File: src/rtl/serial_add_sequencer.sv
`default_nettype none
// ============================================================================
// Module   : serial_add_sequencer
// Function : Bit-serial WIDTH-bit adder/subtractor. One 1-bit adder cell is
//            reused once per clock, LSB first. Operands arrive on a
//            valid/ready request channel; sum, carry and signed overflow
//            leave on a valid/ready result channel.
// Revision : 1.0 - initial release
// ============================================================================
module serial_add_sequencer #(
  parameter int WIDTH = 8
) (
  input  logic             clk,
  input  logic             rst,
  input  logic             req_valid,
  output logic             req_ready,
  input  logic [WIDTH-1:0] op_a,
  input  logic [WIDTH-1:0] op_b,
  input  logic             sub,
  output logic             busy,
  output logic             res_valid,
  input  logic             res_ready,
  output logic [WIDTH-1:0] result,
  output logic             carry_out,
  output logic             overflow
);

  localparam int CNT_W = (WIDTH > 1) ? $clog2(WIDTH) : 1;
  localparam logic [CNT_W-1:0] LAST_BIT = CNT_W'(WIDTH - 1);

  typedef enum logic [1:0] {
    IDLE = 2'd0,
    RUN  = 2'd1,
    DONE = 2'd2
  } state_t;

  state_t state;
  state_t state_next;

  logic [WIDTH-1:0] a_sh;
  logic [WIDTH-1:0] b_sh;
  logic [WIDTH-1:0] res_sh;
  logic [CNT_W-1:0] cnt;
  logic             carry_r;
  logic [WIDTH-1:0] result_r;
  logic             carry_out_r;
  logic             overflow_r;

  // Single 1-bit adder cell: two half-add stages plus carry OR.
  logic             half_sum;
  logic             half_gen;
  logic             sum_bit;
  logic             prop_gen;
  logic             carry_next;
  logic [WIDTH-1:0] res_next;
  logic             last_bit;

  assign half_sum   = a_sh[0] ^ b_sh[0];
  assign half_gen   = a_sh[0] & b_sh[0];
  assign sum_bit    = half_sum ^ carry_r;
  assign prop_gen   = half_sum & carry_r;
  assign carry_next = half_gen | prop_gen;

  // New sum bit enters at the MSB so that after WIDTH shifts the LSB sits at bit 0.
  assign res_next = (res_sh >> 1) | ({{(WIDTH-1){1'b0}}, sum_bit} << (WIDTH - 1));
  assign last_bit = (cnt == LAST_BIT);

  assign result    = result_r;
  assign carry_out = carry_out_r;
  assign overflow  = overflow_r;

  // State register.
  always_ff @(posedge clk) begin
    if (rst) begin
      state <= IDLE;
    end else begin
      state <= state_next;
    end
  end

  // Next-state and handshake outputs; unused encoding recovers to IDLE.
  always_comb begin
    state_next = IDLE;
    req_ready  = 1'b0;
    busy       = 1'b0;
    res_valid  = 1'b0;
    case (state)
      IDLE: begin
        req_ready  = 1'b1;
        state_next = req_valid ? RUN : IDLE;
      end
      RUN: begin
        busy       = 1'b1;
        state_next = last_bit ? DONE : RUN;
      end
      DONE: begin
        busy       = 1'b1;
        res_valid  = 1'b1;
        state_next = res_ready ? IDLE : DONE;
      end
      default: begin
        state_next = IDLE;
      end
    endcase
  end

  // Operand capture, serial datapath and result capture.
  always_ff @(posedge clk) begin
    if (rst) begin
      a_sh        <= '0;
      b_sh        <= '0;
      res_sh      <= '0;
      cnt         <= '0;
      carry_r     <= 1'b0;
      result_r    <= '0;
      carry_out_r <= 1'b0;
      overflow_r  <= 1'b0;
    end else begin
      case (state)
        IDLE: begin
          if (req_valid) begin
            // Subtraction is A + ~B + 1: invert B and seed the carry with 1.
            a_sh    <= op_a;
            b_sh    <= sub ? ~op_b : op_b;
            carry_r <= sub;
            cnt     <= '0;
            res_sh  <= '0;
          end
        end
        RUN: begin
          a_sh    <= a_sh >> 1;
          b_sh    <= b_sh >> 1;
          res_sh  <= res_next;
          carry_r <= carry_next;
          cnt     <= cnt + 1'b1;
          if (last_bit) begin
            // carry_r still holds the carry into the MSB on this edge.
            result_r    <= res_next;
            carry_out_r <= carry_next;
            overflow_r  <= carry_r ^ carry_next;
          end
        end
        default: begin
        end
      endcase
    end
  end

endmodule
`default_nettype wire

File: config.mk
export PLATFORM = sky130hd
export DESIGN_NAME = serial_add_sequencer
export DESIGN_NICKNAME = d
export VERILOG_FILES = /design/src/rtl/serial_add_sequencer.sv
export SDC_FILE = /design/constraint.sdc
export NUM_CORES = 1
export LEC_CHECK = 0
export ABC_AREA = 0
export CAP_MARGIN = 20
export CORE_ASPECT_RATIO = 0.5
export CORE_MARGIN = 3
export CORE_UTILIZATION = 55
export DETAILED_ROUTE_END_ITERATION = 8
export HOLD_SLACK_MARGIN = 0.06
export MAX_ROUTING_LAYER = met4
export PLACE_DENSITY = 0.95
export REMOVE_ABC_BUFFERS = 1
export SKIP_CTS_REPAIR_TIMING = 1
export SLEW_MARGIN = 20
export SYNTH_ARGS = -nofsm -noshare
export SYNTH_HDL_FRONTEND = slang
export SYNTH_SLANG_ARGS = --single-unit
File: constraint.sdc
create_clock -name clk -period 4.3 [get_ports clk]
set_input_delay 0.86 -clock clk [delete_from_list [all_inputs] [get_ports clk]]
set_output_delay 0.86 -clock clk [all_outputs]
set_load 0.005 [all_outputs]
==> impl_results.md <==
- Setup violators final: 0
- Largest net degree at the start of global routing: 40
- # IOs: 34
- RSZ-0062 raised after global routing: false
- Worst skew pair latency: roughly 0.30 ns
- Clk buf depth: 2
- WP buf/inv: 2
- Port Buffers: 33
- Post-Route WL: 4070 um
- Worst Path Required: between 3 and 4 ns
- CP Depth: 3
- Horiz. Die Dim: just under 90 um
- Fin. max-slew vios: 0
- Cell family with most CP delay: buffers and inverters
- Post-synthesis sequential area ratio: 0.433
- Vias/cell: 5.66
- Via count of the first global-routing pass: about 1,500
- Fillers: 198
- Fin. Hold Viols: 0
- Worst Hold Path Cells: 2
- Final Non-Filler Cells: ~260
- Layout cell share with drive strength beyond 1: 0.0793
- Root buffer cell: clkbuf_8
- Clk slew on worst S/H paths: 0.08 ns
- Die height: approximately 46 um
- Post-route ant nets: 0
- Slew @ Worst Pin: 0.571 ns
- First-pass GRT wire length: 6830 um
- Drt pass-1 iters: 4
- Gr usage total: 0.234
- Initial DRC Count: 88
- Sink Count: 39
- Min-delay worst type: flip-flop to flip-flop
- Synthesized cell area: 1800 um^2
- Pwr per Cell Area: 394 nW/um^2
- Crit path DAT: around 1.6 ns
- Routed vias: between 1,000 and 1,500
- Placed Instances: between 200 and 300
- Final cycle utilization of the critical path: 0.579
- Static leakage: 0.789 nW
- Critical-path maximum fanout: 5
- Placed cell areas: 2090 um^2
- VDD IR max: 324 uV
- Core ar.: approximately 2800 um^2
- Critical Path End Type: output port
- Synth unique cells: 29
- Tmin final: 2.49 ns
- Grt ovf: 0
- Routed len/inst: 15.4 um
- Max_cap viols: 0
- DRC viols: 0
- Fin nets: 254
- Starting Density: 0.633
- Max H-tree Level: 2
- Crit Path Category: flip-flop to output port
- Crit path largest cell delay: 0.58 ns
- R2R depth: 6
- Synth Instances: 198
- Total power: slightly below 0.0009 W
- TritonCTS clock tree: done
- Setup_tns: 0 ns
- Max-slew headroom: 0.611
- Initial antenna violation count: 0
- Critical path, cell by cell: inv_1 -> ha_1 -> clkdlybuf4s50_1
- Rows: 13
- Yosys reg bits: 39
- Die footprint: slightly above 4000 um^2
- Status: complete, no violations
- Syn Area/Cell: 9.10 um^2
- Final Wtd Congestion: 0.697
- CTS buffer count: 5
- Yosys Warn Count: 0
- Highest-delay cell along the critical path: clkdlybuf4s50_1
- Clock skew: 0.00814 ns
- Fmax achieved: 0.401 GHz
- Antenna fix cells: 0
- Layout area overhead: 23.4%
- Dpl hpwl: 2650 um
- CP Launch Type: flip-flop
- Post-Layout Inst Area: approximately 2200 um^2
- End-of-flow core utilization: 0.781
[layout make-up]
cell class	instances	area, um^2	share of cell area
clock inverters	2	60.1	0.0270
well taps	37	46.3	0.0208
inverters	3	11.3	0.00506
repair buffers	35	345	0.155
clock buffers	6	72.6	0.0326
flip-flops and latches	39	781	0.351
multi-input cells	142	907	0.408
[flip-flops by register name, indices dropped and copies added, names as in the netlist]
signal / cells
res_sh: 7
b_sh: 8
result: 8
overflow: 1
cnt: 3
carry_r: 1
state: 2
carry_out: 1
a_sh: 8
[tightest hold or removal path, stage by stage, from the launching register on]
cell and delay, ns:
dfxtp_1 0.31, nand2_1 0.05, a21oi_1 0.05
[cells in the final DEF (no fill, tap or decap), drive strengths merged]
master	instances
nand2	39
dfxtp	39
clkdlybuf4s50	33
a21oi	29
a211oi	10
nor2	9
mux2i	9
nand3	9
nand2b	8
xor2	7
o211ai	7
ha	6
clkbuf	6
inv	3
xnor2	2
bufinv	2
buf	2
mux2	1
and2	1
nor3	1
nand4b	1
or3	1
nand3b	1
fa	1
[kinds of logic after synthesis]
logic type,count (synthesis),share of synthesized area
buffers and inverters,17,0.0632
multiplexers,10,0.0653
adder cells (fa/ha/maj),7,0.0528
AO/OA/AOI/OAI,46,0.167
AND/OR/NAND/NOR,70,0.174
flip-flops,39,0.433
XOR/XNOR,9,0.0438
[synthesized netlist by cell type]
library cell	number	share of area
nand3_2	1	0.0056
inv_1	3	0.0062
fa_1	1	0.011
nand3b_1	1	0.0042
clkbuf_1	4	0.0083
mux2i_1	8	0.044
buf_6	4	0.025
mux2_4	1	0.0083
xor2_1	7	0.034
dfxtp_1	39	0.43
a21oi_2	1	0.0049
o211ai_1	7	0.029
and2_1	1	0.0035
nor2_1	9	0.019
or3_1	1	0.0035
mux2i_4	1	0.012
nor3_1	1	0.0028
ha_1	6	0.042
a21oi_1	28	0.078
nand2b_1	8	0.028
nand3_1	8	0.022
a211oi_1	5	0.021
nand4b_1	1	0.0049
a211oi_2	5	0.035
buf_2	4	0.011
nand2_1	39	0.081
buf_4	1	0.0042
buf_8	1	0.0083
xnor2_1	2	0.0097
[power by group]
group	switching (W)	leakage (nW)	internal [W]
clock	0.000131	0.0654	0.000232
combinational	0.0000677	0.405	0.0000556
sequential	0.0000111	0.318	0.000378
[per-layer routing]
metal  track usage  routed length [um]  vias up
li1              -                   -      731
met5             -                   0        -
met3        0.0661                 253       13
met2         0.412                2040       63
met4        0.0994                  81        0
met1         0.255                1690      686
[path summary, 6_finish.rpt]
check	startpoint	to	slack, ns
min	result[5]	result[5]	0.45
max	state[1]	req_ready	1.81
min reg2reg	result[5]	result[5]	0.45
max reg2reg	state[1]	a_sh[2]	2.33
[metrics by stage]
| stage | setup WS (ns) | hold WS (ns) |
|---|---|---|
| after floorplan | 2.14 | 0.421 |
| after global placement | 2.08 | 0.434 |
| after detailed placement | 1.96 | 0.445 |
| after CTS | 1.81 | 0.455 |
| after global routing | 1.72 | 0.480 |
| final | 1.81 | 0.453 |
No activity file was read; power rests on OpenSTA's default activity.
